==> src/rtl/as_seq_pkg.sv <==
// Shared types and instruction-field layout for the accumulator-processor sequencer.
package as_seq_pkg;

  localparam int IR_W   = 16;
  localparam int OP_HI  = 15;
  localparam int OP_LO  = 12;
  localparam int RD_HI  = 11;
  localparam int RD_LO  = 10;
  localparam int RS_HI  = 9;
  localparam int RS_LO  = 8;
  localparam int IMM_HI = 7;
  localparam int IMM_LO = 0;
  localparam int IMM_W  = IMM_HI - IMM_LO + 1;

  // Defined opcodes; 9..15 are undefined and execute as NOP with an illegal pulse.
  typedef enum logic [3:0] {
    OP_NOP  = 4'd0,
    OP_ADDI = 4'd1,
    OP_MAC  = 4'd2,
    OP_ACC  = 4'd3,
    OP_IN   = 4'd4,
    OP_BZ   = 4'd5,
    OP_BSW  = 4'd6,
    OP_JMP  = 4'd7,
    OP_HALT = 4'd8
  } op_e;

  typedef enum logic [2:0] {
    S_IDLE,
    S_FETCH,
    S_DECODE,
    S_EXEC,
    S_WAIT_IN
  } state_e;

  // Opcode field of an instruction word.
  function automatic logic [3:0] op_of(input logic [IR_W-1:0] w);
    return w[OP_HI:OP_LO];
  endfunction

endpackage

==> src/rtl/as_pc.sv <==
// Program counter: reset, increment, pc-relative branch (pc+1+offset) and absolute load.
module as_pc #(
  parameter int PC_W  = 8,
  parameter int OFF_W = 8
) (
  input  logic             clk,
  input  logic             reset,
  input  logic             inc,
  input  logic             rel_load,
  input  logic             abs_load,
  input  logic [OFF_W-1:0] offset,
  input  logic [PC_W-1:0]  abs_val,
  output logic [PC_W-1:0]  pc
);

  logic [PC_W-1:0] pc_inc;
  logic [PC_W-1:0] off_ext;

  assign pc_inc  = pc + PC_W'(1);
  // Two's-complement offset, sign-extended then trimmed to the pc width; sums wrap.
  assign off_ext = PC_W'(32'(signed'(offset)));

  // Absolute load wins over relative load, which wins over a plain increment.
  always_ff @(posedge clk or posedge reset) begin
    if (reset)         pc <= '0;
    else if (abs_load) pc <= abs_val;
    else if (rel_load) pc <= pc_inc + off_ext;
    else if (inc)      pc <= pc_inc;
  end

endmodule

==> src/rtl/as_sequencer.sv <==
// Fetch/decode/execute controller for the accumulator processor.
// Controls are decoded from the ROM word at the end of DECODE so they are
// registered and stable for the whole EXEC cycle, where the ALU produces z.
module as_sequencer
  import as_seq_pkg::*;
#(
  parameter int n    = 8,
  parameter int PC_W = 8
) (
  input  logic            clk,
  input  logic            reset,
  input  logic            run,
  input  logic [15:0]     instr,
  input  logic            in_valid,
  input  logic            z,
  output logic [PC_W-1:0] pc,
  output logic [1:0]      rd_addr,
  output logic [1:0]      rs_addr,
  output logic            reg_we,
  output logic [n-1:0]    immediate,
  output logic            add_a_sel,
  output logic            add_b_sel,
  output logic            acc_en,
  output logic            acc_add,
  output logic            in_en,
  output logic            halted,
  output logic            illegal
);

  state_e          state;
  logic [IR_W-1:0] ir;
  logic [3:0]      ir_op;
  logic [3:0]      dec_op;
  logic            reg_we_q;

  logic            pc_inc;
  logic            pc_rel;
  logic            pc_abs;
  logic [PC_W-1:0] pc_abs_val;

  assign ir_op   = op_of(ir);
  assign dec_op  = op_of(instr);
  assign rd_addr = ir[RD_HI:RD_LO];
  assign rs_addr = ir[RS_HI:RS_LO];

  // The IN write must land in the very cycle the switch strobe arrives, so that
  // path bypasses the register.
  assign reg_we = reg_we_q | ((state == S_WAIT_IN) & in_valid);

  // Next-pc selection; branches resolve on the live z during EXEC.
  always_comb begin
    pc_inc     = 1'b0;
    pc_rel     = 1'b0;
    pc_abs     = 1'b0;
    pc_abs_val = '0;
    case (state)
      S_IDLE:    if (run) pc_abs = 1'b1;
      S_EXEC: begin
        case (ir_op)
          OP_IN, OP_HALT: ;
          OP_BZ:   if (z) pc_rel = 1'b1; else pc_inc = 1'b1;
          OP_BSW:  if (!z) pc_rel = 1'b1; else pc_inc = 1'b1;
          OP_JMP: begin
            pc_abs     = 1'b1;
            pc_abs_val = PC_W'(ir[IMM_HI:IMM_LO]);
          end
          default: pc_inc = 1'b1;
        endcase
      end
      S_WAIT_IN: if (in_valid) pc_inc = 1'b1;
      default: ;
    endcase
  end

  as_pc #(.PC_W(PC_W), .OFF_W(IMM_W)) u_pc (
    .clk      (clk),
    .reset    (reset),
    .inc      (pc_inc),
    .rel_load (pc_rel),
    .abs_load (pc_abs),
    .offset   (ir[IMM_HI:IMM_LO]),
    .abs_val  (pc_abs_val),
    .pc       (pc)
  );

  // Sequencer FSM with registered ALU controls; controls default to 0 each cycle.
  always_ff @(posedge clk or posedge reset) begin
    if (reset) begin
      state     <= S_IDLE;
      ir        <= '0;
      halted    <= 1'b0;
      illegal   <= 1'b0;
      reg_we_q  <= 1'b0;
      immediate <= '0;
      add_a_sel <= 1'b0;
      add_b_sel <= 1'b0;
      acc_en    <= 1'b0;
      acc_add   <= 1'b0;
      in_en     <= 1'b0;
    end else begin
      illegal   <= 1'b0;
      reg_we_q  <= 1'b0;
      immediate <= '0;
      add_a_sel <= 1'b0;
      add_b_sel <= 1'b0;
      acc_en    <= 1'b0;
      acc_add   <= 1'b0;
      in_en     <= 1'b0;
      case (state)
        S_IDLE: begin
          if (run) begin
            halted <= 1'b0;
            state  <= S_FETCH;
          end
        end
        S_FETCH: state <= S_DECODE;
        S_DECODE: begin
          ir    <= instr;
          state <= S_EXEC;
          case (dec_op)
            OP_NOP, OP_JMP, OP_HALT: ;
            OP_ADDI: begin
              add_b_sel <= 1'b1;
              immediate <= n'(instr[IMM_HI:IMM_LO]);
              reg_we_q  <= 1'b1;
            end
            OP_MAC: begin
              immediate <= n'(instr[IMM_HI:IMM_LO]);
              reg_we_q  <= 1'b1;
            end
            OP_ACC: begin
              acc_add   <= 1'b1;
              acc_en    <= 1'b1;
              immediate <= n'(instr[IMM_HI:IMM_LO]);
            end
            OP_IN:  in_en <= 1'b1;
            OP_BZ:  add_b_sel <= 1'b1;
            OP_BSW: begin
              add_a_sel <= 1'b1;
              add_b_sel <= 1'b1;
            end
            default: illegal <= 1'b1;
          endcase
        end
        S_EXEC: begin
          case (ir_op)
            OP_IN: begin
              in_en <= 1'b1;
              state <= S_WAIT_IN;
            end
            OP_HALT: begin
              halted <= 1'b1;
              state  <= S_IDLE;
            end
            default: state <= S_FETCH;
          endcase
        end
        S_WAIT_IN: begin
          if (in_valid) state <= S_FETCH;
          else          in_en <= 1'b1;
        end
        default: state <= S_IDLE;
      endcase
    end
  end

endmodule
==> config.mk <==
export PLATFORM = sky130hd
export DESIGN_NAME = as_sequencer
export DESIGN_NICKNAME = d
export VERILOG_FILES = /design/src/rtl/as_seq_pkg.sv /design/src/rtl/as_pc.sv /design/src/rtl/as_sequencer.sv
export SDC_FILE = /design/constraint.sdc
export NUM_CORES = 1
export LEC_CHECK = 0
export BUFFER_PORTS_ARGS = -buffer_cell sky130_fd_sc_hd__buf_2
export CAP_MARGIN = 10
export CORE_ASPECT_RATIO = 1.25
export CORE_MARGIN = 10
export CORE_UTILIZATION = 50
export CTS_CLUSTER_DIAMETER = 40
export DETAILED_ROUTE_END_ITERATION = 7
export GPL_ROUTABILITY_DRIVEN = 0
export PLACE_DENSITY = 0.81
export SYNTH_ARGS = -nofsm -noshare
export SYNTH_HDL_FRONTEND = slang
export SYNTH_SLANG_ARGS = --single-unit
==> constraint.sdc <==
create_clock -name clk -period 4.9 [get_ports clk]
set_input_delay 1.47 -clock clk [delete_from_list [all_inputs] [get_ports clk]]
set_output_delay 1.47 -clock clk [all_outputs]
set_load 0.005 [all_outputs]
==> reports/qor.csv <==
stage,metric,value,unit
run_status,run_status,"finished, final reports clean",
global_routing,grt_use_total,14.1,%
placement,portBuffers,48,
detailed_routing,via_count,1940,
floorplanning,core-area,4460,µm²
sta,final.setup_skew,0.00561,ns
sta,rsz0062_at_grt,false,
global_routing,antenna_found_initial,0,
logic_synthesis,yosys.area.top_type_share,45.1,%
layout,syn_to_final_growth,14.5,%
layout,multiInputGateArea,1190,µm²
placement,dp.final_hpwl,3.91,mm
min_path,hold_class,flop to flop,
floorplanning,num_rows,27,
power_and_ir_drop,irDropWorstVdd,0.000311,V
sta,finalHoldViolCount,0,
setup_path,cp.required,5.08,ns
layout,nFillCells,404,
floorplanning,io-pin-count,49,
logic_synthesis,mappedNetlistArea,2330,µm²
logic_synthesis,synthFlopType,dfrtp_1,
setup_path,cp-startpoint,z,
setup_path,worstSetupStartpointType,input port,
logic_synthesis,yosys-top-cells-area,"dfrtp_1, nand2_1, ha_1, a21oi_1, nor2_1",
clock_tree,cts_tree,yes,
global_routing,grt_pass1_vias,1950,
clock_tree,cts.sinks,42,
setup_path,crit_slowest_cell,or4_4,
setup_path,slowest_delay,0.55,ns
floorplanning,die_w,81.1,µm
clock_tree,clock_path_buffers,2,
logic_synthesis,synth_edf_count,0,
clock_tree,cts.reportedPaths.clkPinSlew,0.08,ns
setup_path,cp-end-kind,flop,
global_routing,grt_first_pass_wirelength,8.71,mm
logic_synthesis,syn_nets,291,
sta,layout_setup_ws,1.50,ns
power_and_ir_drop,total_power,1.83,mW
layout,nNetsFinal,334,
detailed_routing,drc,0,
logic_synthesis,avgSynthCellArea,8.97,µm²
sta,final-setup-viol-count,0,
sta,fin_crit,3.40,ns
clock_tree,cts_root_buffer,clkbuf_8,
logic_synthesis,synth_cells,260,
setup_path,worstPathCellList,buf_2 -> or3b_1 -> a211o_1 -> or4_4 -> a2111oi_0 -> a221oi_1 -> a21boi_1,
layout,mostFrequentLayoutCell,nand2_1,
floorplanning,dieArea,7810,µm²
detailed_routing,drt_first_pass_iters,4,
detailed_routing,routed_wl,5.13,mm
clock_tree,cts_made_buffers,5,
layout,layout-drive-gt1-share,21.5,%
floorplanning,die_h,96.4,µm
detailed_routing,drtAntennaViolNets,0,
run,maxCapViolations,0,
logic_synthesis,ys.warnings.count,0,
layout,mostFrequentLayoutCells,"nand2_1, buf_2, dfrtp_1",
sta,hold_ws,0.484,ns
clock_tree,clk_latency,0.30,ns
sta,fmax,294,MHz
floorplanning,initial_core_util,52.3,%
setup_path,cp_max_fo,6,
clock_tree,post_cts_buffers,0,
clock_tree,cts_resized,0,
logic_synthesis,ys_ff_latch,42,
min_path,holdCritStartpoint,ir[9],
power_and_ir_drop,p_leak,1.38,nW
clock_tree,htreeDepth,2,
setup_path,arrival,3.58,ns
detailed_routing,viasPerCell,5.37,
detailed_routing,drtIter0Drc,157,
layout,n_antenna_cell,0,
logic_synthesis,yosysSeqAreaShare,45.1,%
sta,relSlewSlack,37.7,%
placement,post-place-ws,1.20,ns
layout,seqCellArea,1050,µm²
setup_path,r2r_start,u_pc.pc[0],
logic_synthesis,yosysUniqueCellTypes,47,
global_routing,grt_max_degree,43,
sta,tightest_slew,0.928,ns
sta,timing.final.crit_share,69.4,%
logic_synthesis,synth_top_cell_by_area,dfrtp_1,
sta,maxSlewViolCount,0,
clock_tree,ctsHoldBuffers,0,
global_routing,grt-ovfl-total,0,
detailed_routing,post_drt_wl_per_cell,14.2,µm
power_and_ir_drop,p_per_area,687,nW/µm²
sta,tns,0,ns
logic_synthesis,synth-async-reset-ratio,100,%
setup_path,crit_type,input port to flop,
[metrics by stage]
step	area (µm²)	std cells	utilization, %
floorplan	2330	260	-
global placement	2590	354	58.0
detailed placement	2590	354	58.0
CTS	2670	361	59.9
finish	2670	361	59.9
global route	2670	361	59.9
[cells by family after synthesis]
| logic type | count (synthesis) | synth area share (%) |
|---|---|---|
| adder cells (fa/ha/maj) | 10 | 5.69 |
| AND/OR/NAND/NOR | 125 | 25.2 |
| XOR/XNOR | 12 | 4.51 |
| AO/OA/AOI/OAI | 51 | 15.0 |
| multiplexers | 1 | 0.429 |
| flip-flops | 42 | 45.1 |
| buffers and inverters | 19 | 4.18 |
[power by group]
group | total, mW | switching (mW) | internal, mW
logic | 1.01 | 0.560 | 0.449
registers | 0.609 | 0.137 | 0.472
clock network | 0.214 | 0.117 | 0.0972
total | 1.83 | 0.815 | 1.02
[per-layer routing]
layer	share of wire, %	global-route usage, %	vias up
met5	0	0	-
met4	1.2	7.23	0
met2	50	23.5	55
met1	42	15.6	902
met3	7.4	4.66	4
li1	-	-	979
[state kept, by name, summed over array words and instances, names as in the netlist]
register,count
add_a_sel,1
state,3
ir,16
acc_add,1
illegal,1
add_b_sel,1
reg_we_q,1
u_pc.pc,8
halted,1
in_en,1
immediate,8
[Yosys cell counts (3+ instances only)]
| cell type | n |
|---|---|
| nand2_1 | 62 |
| dfrtp_1 | 42 |
| nor2_1 | 20 |
| a21oi_1 | 16 |
| and3_1 | 9 |
| ha_1 | 9 |
| clkbuf_1 | 8 |
| nor3_1 | 7 |
| xnor2_1 | 7 |
| o21ai_0 | 6 |
| buf_4 | 5 |
| inv_1 | 5 |
| nand3_1 | 5 |
| nand3b_1 | 5 |
| xor2_1 | 5 |
| a211oi_1 | 4 |
| a21o_1 | 4 |
| nand2b_1 | 4 |
| o31ai_1 | 3 |
[worst paths after layout]
kind	end	slack, ns	depth (start not counted)
worst max-delay path	u_pc.pc[7]	1.50	7
worst min-delay path	ir[9]	0.48	2
worst max register to register	u_pc.pc[7]	1.56	11
worst min register to register	ir[9]	0.48	2
max in group asynchronous	immediate[2]	3.26	3
min in group asynchronous	ir[10]	1.27	3
[worst max-delay path, delay by kind of cell]
family,cells,cell delay [ns]
AOI/OAI and AO/OA,4,1.06
and+or+nand+nor,2,0.93
buffers and inverters,1,0.12
[layout make-up]
class / count / share of cell area [%]
inverters: 5 / 0.703
repair buffers: 50 / 9.56
flip-flops and latches: 42 / 39.4
clock inverters: 2 / 0.562
multi-input cells: 199 / 44.5
well taps: 58 / 2.72
clock buffers: 5 / 2.58
No activity file was read; power rests on OpenSTA's default activity.
